===== src/rtl/mem_stage_if.sv =====
// SRAM-like data port between the MEM stage (master) and data memory (slave).
// Requests complete in two phases: addr_ok accepts the request, data_ok returns data or a write ack.
interface mem_stage_if;
  logic        data_sram_req;
  logic        data_sram_wr;
  logic [1:0]  data_sram_size;
  logic [3:0]  data_sram_wstrb;
  logic [31:0] data_sram_addr;
  logic [31:0] data_sram_wdata;
  logic        data_sram_addr_ok;
  logic        data_sram_data_ok;
  logic [31:0] data_sram_rdata;

  modport master (
    output data_sram_req, data_sram_wr, data_sram_size, data_sram_wstrb,
           data_sram_addr, data_sram_wdata,
    input  data_sram_addr_ok, data_sram_data_ok, data_sram_rdata
  );

  modport slave (
    input  data_sram_req, data_sram_wr, data_sram_size, data_sram_wstrb,
           data_sram_addr, data_sram_wdata,
    output data_sram_addr_ok, data_sram_data_ok, data_sram_rdata
  );
endinterface


===== src/rtl/mem_stage.sv =====
// MEM pipeline stage: issues loads/stores on the data SRAM port, aligns load data,
// and forwards results to ID and WB.
module mem_stage #(
  parameter int unsigned EX_TO_MEM_BUS_WD = 109,
  parameter int unsigned MEM_TO_WB_BUS_WD = 104,
  parameter int unsigned MEM_FWD_BUS_WD   = 39
) (
  input  logic                        clk,
  input  logic                        resetn,
  input  logic [EX_TO_MEM_BUS_WD-1:0] EX_to_MEM_bus,
  input  logic                        EX_to_MEM_valid,
  output logic                        MEM_allow_in,
  output logic [MEM_TO_WB_BUS_WD-1:0] MEM_to_WB_bus,
  output logic                        MEM_to_WB_valid,
  input  logic                        WB_allow_in,
  output logic [MEM_FWD_BUS_WD-1:0]   MEM_fwd_bus,
  mem_stage_if.master                 data_sram
);

  typedef enum logic [1:0] {StIdle, StReq, StWaitData, StDone} state_e;

  state_e                      state_q, state_d;
  logic                        mem_valid_q;
  logic [EX_TO_MEM_BUS_WD-1:0] bus_q;
  logic [31:0]                 load_data_q, load_data_d;

  logic [2:0]  ld_st_type;
  logic        mem_en, mem_we, sel_rf_w_en;
  logic [31:0] store_data, pc_plus_4, alu_res;
  logic [1:0]  sel_rf_w_data;
  logic [4:0]  w_addr;

  assign ld_st_type    = bus_q[108:106];
  assign mem_en        = bus_q[105];
  assign mem_we        = bus_q[104];
  assign store_data    = bus_q[103:72];
  assign sel_rf_w_data = bus_q[71:70];
  assign sel_rf_w_en   = bus_q[69];
  assign pc_plus_4     = bus_q[68:37];
  assign alu_res       = bus_q[36:5];
  assign w_addr        = bus_q[4:0];

  logic mem_ready_go, accept, handoff;

  assign mem_ready_go    = ~mem_en | (state_q == StDone);
  assign MEM_allow_in    = ~mem_valid_q | (mem_ready_go & WB_allow_in);
  assign MEM_to_WB_valid = mem_valid_q & mem_ready_go;
  assign accept          = EX_to_MEM_valid & MEM_allow_in;
  assign handoff         = MEM_to_WB_valid & WB_allow_in;

  // Request fields derive only from the latched bus, so they stay stable while req is high.
  logic [1:0]  size;
  logic [3:0]  wstrb;
  logic [31:0] wdata;

  always_comb begin
    case (ld_st_type)
      3'b001, 3'b010: size = 2'd0;
      3'b011, 3'b100: size = 2'd1;
      default:        size = 2'd2;
    endcase
  end

  always_comb begin
    wstrb = 4'b0000;
    wdata = store_data;
    case (size)
      2'd0: begin
        wdata = {4{store_data[7:0]}};
        if (mem_we) wstrb = 4'b0001 << alu_res[1:0];
      end
      2'd1: begin
        wdata = {2{store_data[15:0]}};
        if (mem_we) wstrb = alu_res[1] ? 4'b1100 : 4'b0011;
      end
      default: begin
        if (mem_we) wstrb = 4'b1111;
      end
    endcase
  end

  assign data_sram.data_sram_req   = (state_q == StReq);
  assign data_sram.data_sram_wr    = mem_we;
  assign data_sram.data_sram_size  = size;
  assign data_sram.data_sram_wstrb = wstrb;
  assign data_sram.data_sram_addr  = alu_res;
  assign data_sram.data_sram_wdata = wdata;

  logic [7:0]  rd_byte;
  logic [15:0] rd_half;
  logic [31:0] load_aligned;

  always_comb begin
    case (alu_res[1:0])
      2'd0:    rd_byte = data_sram.data_sram_rdata[7:0];
      2'd1:    rd_byte = data_sram.data_sram_rdata[15:8];
      2'd2:    rd_byte = data_sram.data_sram_rdata[23:16];
      default: rd_byte = data_sram.data_sram_rdata[31:24];
    endcase
    rd_half = alu_res[1] ? data_sram.data_sram_rdata[31:16] : data_sram.data_sram_rdata[15:0];
    case (ld_st_type)
      3'b001:  load_aligned = {{24{rd_byte[7]}}, rd_byte};
      3'b010:  load_aligned = {24'b0, rd_byte};
      3'b011:  load_aligned = {{16{rd_half[15]}}, rd_half};
      3'b100:  load_aligned = {16'b0, rd_half};
      default: load_aligned = data_sram.data_sram_rdata;
    endcase
  end

  always_comb begin
    state_d     = state_q;
    load_data_d = load_data_q;
    if (accept) begin
      state_d     = EX_to_MEM_bus[105] ? StReq : StIdle;
      load_data_d = 32'b0;
    end else begin
      case (state_q)
        StReq: begin
          if (data_sram.data_sram_addr_ok) state_d = StWaitData;
        end
        StWaitData: begin
          // Store acks complete the op too, but leave load_data at zero.
          if (data_sram.data_sram_data_ok) begin
            state_d     = StDone;
            load_data_d = mem_we ? 32'b0 : load_aligned;
          end
        end
        StDone: begin
          if (handoff) state_d = StIdle;
        end
        default: ;
      endcase
    end
  end

  always_ff @(posedge clk) begin
    if (!resetn) begin
      state_q     <= StIdle;
      mem_valid_q <= 1'b0;
      bus_q       <= '0;
      load_data_q <= 32'b0;
    end else begin
      state_q     <= state_d;
      load_data_q <= load_data_d;
      if (MEM_allow_in) mem_valid_q <= EX_to_MEM_valid;
      if (accept)       bus_q       <= EX_to_MEM_bus;
    end
  end

  logic [31:0] fwd_value;

  always_comb begin
    case (sel_rf_w_data)
      2'b10:   fwd_value = load_data_q;
      2'b01:   fwd_value = pc_plus_4 + 32'd4;
      2'b11:   fwd_value = 32'b0;
      default: fwd_value = alu_res;
    endcase
  end

  assign MEM_fwd_bus = {mem_valid_q & sel_rf_w_en,
                        mem_valid_q & (sel_rf_w_data == 2'b10) & (state_q != StDone),
                        w_addr, fwd_value};

  assign MEM_to_WB_bus = {sel_rf_w_data, sel_rf_w_en, pc_plus_4, alu_res, load_data_q, w_addr};

endmodule


===== src/flat_wrapper.sv =====
// flat-port wrapper written by rule: the top's interface ports become plain ports
module mem_stage_flat 
#(
  parameter int unsigned EX_TO_MEM_BUS_WD = 109,
  parameter int unsigned MEM_TO_WB_BUS_WD = 104,
  parameter int unsigned MEM_FWD_BUS_WD   = 39
)
  (clk, resetn, EX_to_MEM_bus, EX_to_MEM_valid, MEM_allow_in, MEM_to_WB_bus, MEM_to_WB_valid, WB_allow_in, MEM_fwd_bus, data_sram_data_sram_req, data_sram_data_sram_wr, data_sram_data_sram_size, data_sram_data_sram_wstrb, data_sram_data_sram_addr, data_sram_data_sram_wdata, data_sram_data_sram_addr_ok, data_sram_data_sram_data_ok, data_sram_data_sram_rdata);
  mem_stage_if data_sram_i ();
  input  logic clk;
  input  logic resetn;
  input  logic [EX_TO_MEM_BUS_WD-1:0] EX_to_MEM_bus;
  input  logic EX_to_MEM_valid;
  output logic MEM_allow_in;
  output logic [MEM_TO_WB_BUS_WD-1:0] MEM_to_WB_bus;
  output logic MEM_to_WB_valid;
  input  logic WB_allow_in;
  output logic [MEM_FWD_BUS_WD-1:0] MEM_fwd_bus;
  output wire logic [$bits(data_sram_i.data_sram_req)-1:0] data_sram_data_sram_req;
  output wire logic [$bits(data_sram_i.data_sram_wr)-1:0] data_sram_data_sram_wr;
  output wire logic [$bits(data_sram_i.data_sram_size)-1:0] data_sram_data_sram_size;
  output wire logic [$bits(data_sram_i.data_sram_wstrb)-1:0] data_sram_data_sram_wstrb;
  output wire logic [$bits(data_sram_i.data_sram_addr)-1:0] data_sram_data_sram_addr;
  output wire logic [$bits(data_sram_i.data_sram_wdata)-1:0] data_sram_data_sram_wdata;
  input wire logic [$bits(data_sram_i.data_sram_addr_ok)-1:0] data_sram_data_sram_addr_ok;
  input wire logic [$bits(data_sram_i.data_sram_data_ok)-1:0] data_sram_data_sram_data_ok;
  input wire logic [$bits(data_sram_i.data_sram_rdata)-1:0] data_sram_data_sram_rdata;
  assign data_sram_data_sram_req = data_sram_i.data_sram_req;
  assign data_sram_data_sram_wr = data_sram_i.data_sram_wr;
  assign data_sram_data_sram_size = data_sram_i.data_sram_size;
  assign data_sram_data_sram_wstrb = data_sram_i.data_sram_wstrb;
  assign data_sram_data_sram_addr = data_sram_i.data_sram_addr;
  assign data_sram_data_sram_wdata = data_sram_i.data_sram_wdata;
  assign data_sram_i.data_sram_addr_ok = data_sram_data_sram_addr_ok;
  assign data_sram_i.data_sram_data_ok = data_sram_data_sram_data_ok;
  assign data_sram_i.data_sram_rdata = data_sram_data_sram_rdata;
  mem_stage #(.EX_TO_MEM_BUS_WD(EX_TO_MEM_BUS_WD), .MEM_TO_WB_BUS_WD(MEM_TO_WB_BUS_WD), .MEM_FWD_BUS_WD(MEM_FWD_BUS_WD)) u_core (.clk(clk), .resetn(resetn), .EX_to_MEM_bus(EX_to_MEM_bus), .EX_to_MEM_valid(EX_to_MEM_valid), .MEM_allow_in(MEM_allow_in), .MEM_to_WB_bus(MEM_to_WB_bus), .MEM_to_WB_valid(MEM_to_WB_valid), .WB_allow_in(WB_allow_in), .MEM_fwd_bus(MEM_fwd_bus), .data_sram(data_sram_i));
endmodule

===== config.mk =====
export PLATFORM = sky130hd
export DESIGN_NAME = mem_stage_flat
export DESIGN_NICKNAME = d
export VERILOG_FILES = /design/src/rtl/mem_stage_if.sv /design/src/rtl/mem_stage.sv /design/src/flat_wrapper.sv
export SDC_FILE = /design/constraint.sdc
export NUM_CORES = 1
export LEC_CHECK = 0
export BUFFER_PORTS_ARGS = -buffer_cell sky130_fd_sc_hd__buf_4
export CELL_PAD_IN_SITES_DETAIL_PLACEMENT = 0
export CELL_PAD_IN_SITES_GLOBAL_PLACEMENT = 1
export CORE_MARGIN = 2
export CORE_UTILIZATION = 35
export DETAILED_ROUTE_END_ITERATION = 8
export PLACE_DENSITY_LB_ADDON = 0.08
export RECOVER_POWER = 100
export SLEW_MARGIN = 20
export SYNTH_ARGS = -nofsm -noshare
export SYNTH_HDL_FRONTEND = slang
export SYNTH_SLANG_ARGS = --single-unit

===== constraint.sdc =====
create_clock -name clk -period 3.2 [get_ports clk]
set_clock_uncertainty 0.15 [all_clocks]
set_input_delay 0.48 -clock clk [delete_from_list [all_inputs] [get_ports clk]]
set_output_delay 0.48 -clock clk [all_outputs]
set_load 0.01 [all_outputs]

Word level (Yosys, flattened, before mapping):

Index checks and enable logic that the tools add are counted.

* register bits: 144
* input bits: 147
* word-level logic and storage cells: 61
* output and inout port bits: 217

* bitwise logic cells: 12
* shifts and indexed selects: 1
* reduce and logical (&&, ||, !) cells: 8
* eq/ne operators: 17
* multiplexer cells: 18
* add/sub/neg operators: 1

Operator list (count)
* 32-bit case mux with 4 select lines: 1
* 32-bit case mux with 3 select lines: 1
* 32-bit case mux with 2 select lines: 1
* 32-bit by 3-bit adder with 32-bit output (second input constant): 1
* 32-bit 2-to-1 mux: 1
* 8-bit case mux with 3 select lines: 1
* 16-bit 2-to-1 mux: 1
* 4-bit 2-to-1 mux: 4
* 2-bit == test (second input constant): 5
* 2-bit by 1-bit == test with 1-bit output (second input constant): 4
* 2-bit 2-to-1 mux: 4
* 4-bit case mux with 2 select lines: 1
* 1-bit AND: 7
* 3-bit by 2-bit == test with 1-bit output (second input constant): 2
* 3-bit by 1-bit inequality test with 1-bit output (second input constant): 2
* 2-bit case mux with 3 select lines: 1
* 2-bit OR reduction: 3
* 2-bit zero test: 2
* 2-bit case mux with 2 select lines: 1
* 4-bit AND reduction: 1
* 4-bit nonzero test: 1
* 1-bit by 2-bit left shift with 4-bit output (first input constant): 1
* 3-bit by 1-bit == test with 1-bit output (second input constant): 1
* 3-bit == test (second input constant): 1
* other kinds (6): 9

Longest topological paths before layout:

* word-level depth: 7
* mapped depth: 8
* mapped depth without buffers: 5

Worst setup path before layout:

Ideal clock, no wire load.

* path kind: flip-flop to output port
* start: register u_core.bus_q[39]
* end: output MEM_fwd_bus[28]
* slack: 585 ps
* arrival: 1985 ps
* cell stages (with the launch flop): 6
* path through: dfxtp_1 > ha_1 > nand4_1 > or4_1 > or4b_1 > o211ai_1

* word-level cells in the longest chain between the ends: 2

RTL lines
* start: declaration: RTL line mem_stage.sv:24 `logic [EX_TO_MEM_BUS_WD-1:0] bus_q;`
* start signal: assignment: RTL line mem_stage.sv:146 `if (accept) bus_q <= EX_to_MEM_bus;`
* 32-bit by 3-bit adder with 32-bit output: RTL line mem_stage.sv:155 `2'b01: fwd_value = pc_plus_4 + 32'd4;`
* 32-bit case mux with 3 select lines: RTL line mem_stage.sv:153 `case (sel_rf_w_data)`
* end: declaration: RTL line flat_wrapper.sv:18 `output logic [MEM_FWD_BUS_WD-1:0] MEM_fwd_bus;`

Every way passes these cells.

Final worst setup path:

* start: register u_core.bus_q[40]
* end: output MEM_fwd_bus[18]

Same word-level chain as after synthesis.

==> summary.txt <==
STA
  • Fin. Hold Viols: 0
  • Worst-Margin Slew: 0.939 ns
  • Relative slew margins: 0.369
  • Fmax: 324 MHz
  • Post-route clock period utilization: 0.965
  • Setup violations, final: 0
  • Max Slew Vio Count: 0
  • RSZ-0062 raised after global routing: true
  • Minimum clock period: 3.09 ns
  • Fin Setup TNS: 0 ns

Hold path
  • Hold EP: u_core.bus_q[93]$_SDFFE_PN0P_
  • Worst min-delay path startpoint: EX_to_MEM_bus[93]
  • Hold Path Depth: 3
  • Hold Path Class: primary input to flop

Synth
  • Synth Flop Type: dfxtp_1
  • Seq cells post-synth: 144
  • Mapped Nets: 1231
  • Asr flop ratio synth: 0
  • Synth area leaders: dfxtp_1 33%, nand2_1 11%, buf_4 10%
  • Leading area contributor after synthesis: dfxtp_1
  • Synth cell count leaders: 263 x nand2_1, 144 x dfxtp_1, 118 x buf_4, 112 x a21boi_0, 58 x clkbuf_1
  • Cell with the most instances after synthesis: nand2_1
  • Distinct cells, synth: 62
  • Post-synthesis cell count: 1083
  • Yosys top cell area share: 0.331
  • Synth Area per Inst: 8.05 µm²
  • Mapped Area: 8720 µm²
  • Post-synth EDFFs: 0
  • Ys Warns: 0
  • Seq/Total Area, Yosys: 0.331

Power and ir drop
  • Lkg Pwr: 0.00476 µW
  • PwrDens: 443 nW/µm²
  • Tot Pwr: 5090 µW
  • VDD IR max: 0.000259 V

Critical path
  • CP Max Fanout: 5
  • Buf+Inv Stages, Crit Path: 2
  • CP most frequent cell: buf_4
  • Startpoint Class: flop
  • Slowest Stage Delay on Critical Path: 0.50 ns
  • Worst r2r dst: u_core.load_data_q[27]$_SDFFE_PP0P_
  • CP delay by family, top: simple AND/OR/NAND/NOR gates
  • R2R cell count: 4
  • Crit-path cells: ha_4 > nand4_1 > buf_4 > or3_4 > or4_1 > o211ai_1 > buf_4
  • Data required, critical path: 2.57 ns
  • Worst EP arrival: 2.46 ns
  • Critical R2R Launch: u_core.bus_q[6]$_SDFFE_PN0P_
  • Slowest library cell on the worst path: or4_1
  • Worst reg2reg setup slack: 0.73 ns
  • Crit Path Category: flop to primary output
  • Worst setup EP type: primary output

Clock tree
  • Worst-skew pair later-pin latency: 0.43 ns
  • Clock H-tree levels: 4
  • TritonCTS clock tree: yes
  • Clk root buf: clkbuf_16
  • CTS clk-pin slew, worst paths: 0.07 ns
  • Num CTS Buffers: 17
  • Clk sinks: 144
  • Max clock buf depth: 2

Global routing
  • Met3 Use GR: 0.0608
  • First-pass GRT wire length: 49800 µm
  • Antenna violations before repair: 2
  • Total congestion overflow: 0
  • Vias in the first global route: 8002
  • Pin count of the biggest net entering global routing: 70
  • Top Usage Layer GRT: met2
  • GRT Total Usage: 0.250
  • Met2 Resource Use GR: 0.387
  • Met1 usage: 0.342

Layout
  • Util after Layout: 0.471
  • Final instance area: 11500 µm²
  • Layout cell share with drive strength beyond 1: 0.360
  • FF/Latch Area: 2900 µm²
  • Layout Cells excl Fill: 1640
  • Multi-input gate area: 4630 µm²
  • Area Growth Syn to Fin: 31.8%
  • Net count, final: 1449
  • Fillers: 2507

Flow run
  • Max-capacitance violation count: 0

Placed design
  • DP Area: 10900 µm²
  • Post-DP HPWL: 25500 µm
  • Placer Congestion: 0.842
  • Cells after DPL: 1601
  • Number of port buffers: 363

Die
  • Core area: 24400 µm²
  • Row cnt: 57
  • Die X: 162 µm
  • Die ar.: 26200 µm²
  • Die Height: 162 µm
  • Initial Util: 0.358
  • IO Count: 364

Drt
  • WL per Instance: 20.6 µm
  • Total wire length: 33900 µm
  • Vias per inst: 5.18
  • Antenna viol nets, final: 0
  • Drt drc: 0
  • 1st-pass router iterations: 7
  • DR iter-0 viols: 530
  • Via count: 8500

Status
  • Status: finished clean
-- worst min-delay path, cell delays in order --
cell and delay (ns):
buf_4 0.11, nand2_1 0.04, a21boi_0 0.06
-- routing by layer --
metal  up-vias  share of wire  wire (µm)
met4         0          0.024        807
met5         -              0          0
met1      3952           0.44      15000
met2       380           0.45      15200
li1       4130              -          -
met3        38          0.084       2860
-- worst max-delay path by stage --
stage / startpoint / slack, ns / cells past startpoint / to
finish: u_core.bus_q[40]$_SDFFE_PN0P_ / 0.11 / 7 / MEM_fwd_bus[18]
global route: u_core.bus_q[40]$_SDFFE_PN0P_ / -0.01 / 6 / MEM_fwd_bus[28]
CTS: u_core.bus_q[52]$_SDFFE_PN0P_ / 0.008 / 5 / MEM_fwd_bus[27]
detailed placement: u_core.bus_q[40]$_SDFFE_PN0P_ / 0.22 / 6 / MEM_fwd_bus[28]
global placement: u_core.bus_q[40]$_SDFFE_PN0P_ / 0.27 / 6 / MEM_fwd_bus[28]
floorplan: u_core.bus_q[39]$_SDFFE_PN0P_ / 0.58 / 5 / MEM_fwd_bus[28]
-- layout by cell type (no fill, tap or decap), types with 3 or more instances in the layout --
| cell type | n |
|---|---|
| mux4_2 | 8 |
| and4_1 | 4 |
| o21ai_0 | 21 |
| clkinv_4 | 7 |
| nor2_1 | 35 |
| and3_1 | 5 |
| inv_1 | 20 |
| o2bb2ai_1 | 12 |
| or4_1 | 7 |
| inv_6 | 3 |
| xnor2_1 | 7 |
| o311ai_0 | 3 |
| dfxtp_1 | 133 |
| nand3_1 | 10 |
| o221ai_1 | 3 |
| nand4_1 | 11 |
| o22ai_1 | 21 |
| a211oi_1 | 8 |
| xor2_1 | 5 |
| nor3_1 | 5 |
| mux2_2 | 31 |
| o21a_1 | 3 |
| clkbuf_1 | 16 |
| buf_4 | 377 |
| nand2_1 | 263 |
| a311o_1 | 4 |
| clkbuf_16 | 17 |
| a222oi_1 | 7 |
| nor4_1 | 4 |
| a21oi_1 | 23 |
| mux2i_1 | 32 |
| and2_1 | 4 |
| o211ai_1 | 15 |
| or4b_1 | 4 |
| dfxtp_2 | 10 |
| nand2b_1 | 3 |
| a21boi_0 | 112 |
| o32ai_1 | 11 |
| o31ai_1 | 10 |
-- flip-flops by register name (all words and copies together), names as in the netlist --
| signal | flops |
|---|---|
| u_core.load_data_q | 32 |
| u_core.mem_valid_q | 1 |
| u_core.state_q | 2 |
| u_core.bus_q | 109 |
-- cells by family (layout without fill, tap and decap cells) --
kind of cell,count (synthesis),count (layout),synth area share
XOR/XNOR,13,13,0.0131
flip-flops,144,144,0.331
AO/OA/AOI/OAI,268,268,0.225
AND/OR/NAND/NOR,372,372,0.188
multiplexers,71,71,0.0974
other,0,2,0
adder cells (fa/ha/maj),1,1,0.00143
buffers and inverters,214,445,0.145
-- through the flow --
step	hold slack (ns)	setup WS, ns
floorplan	0.290	0.585
global placement	0.297	0.267
detailed placement	0.307	0.224
CTS	0.140	0.00765
global route	0.144	-0.0142
finish	0.147	0.112
-- power breakdown --
part           internal, µW  switching (µW)
Combinational           538             567
Clock                  1110             876
Sequential             1880             126
Total                  3530            1570
-- cell type report --
type                            count  area share
Multi-Input combinational cell    725       0.403
Timing Repair Buffer              393       0.253
Sequential cell                   144       0.252
Clock buffer                       19      0.0385
Tap cell                          324      0.0353
Clock inverter                     13      0.0113
Inverter                           20     0.00653
Antenna cell                        2    0.000435
-- repair_timing --
item	CTS	global route
gates resized for setup	5	12
setup endpoints to repair	7	13
hold buffers	0	0
setup buffers	0	5
endpoints found under the hold margin	0	0
pin swaps	1	5
(Power assumes the default switching activity.)
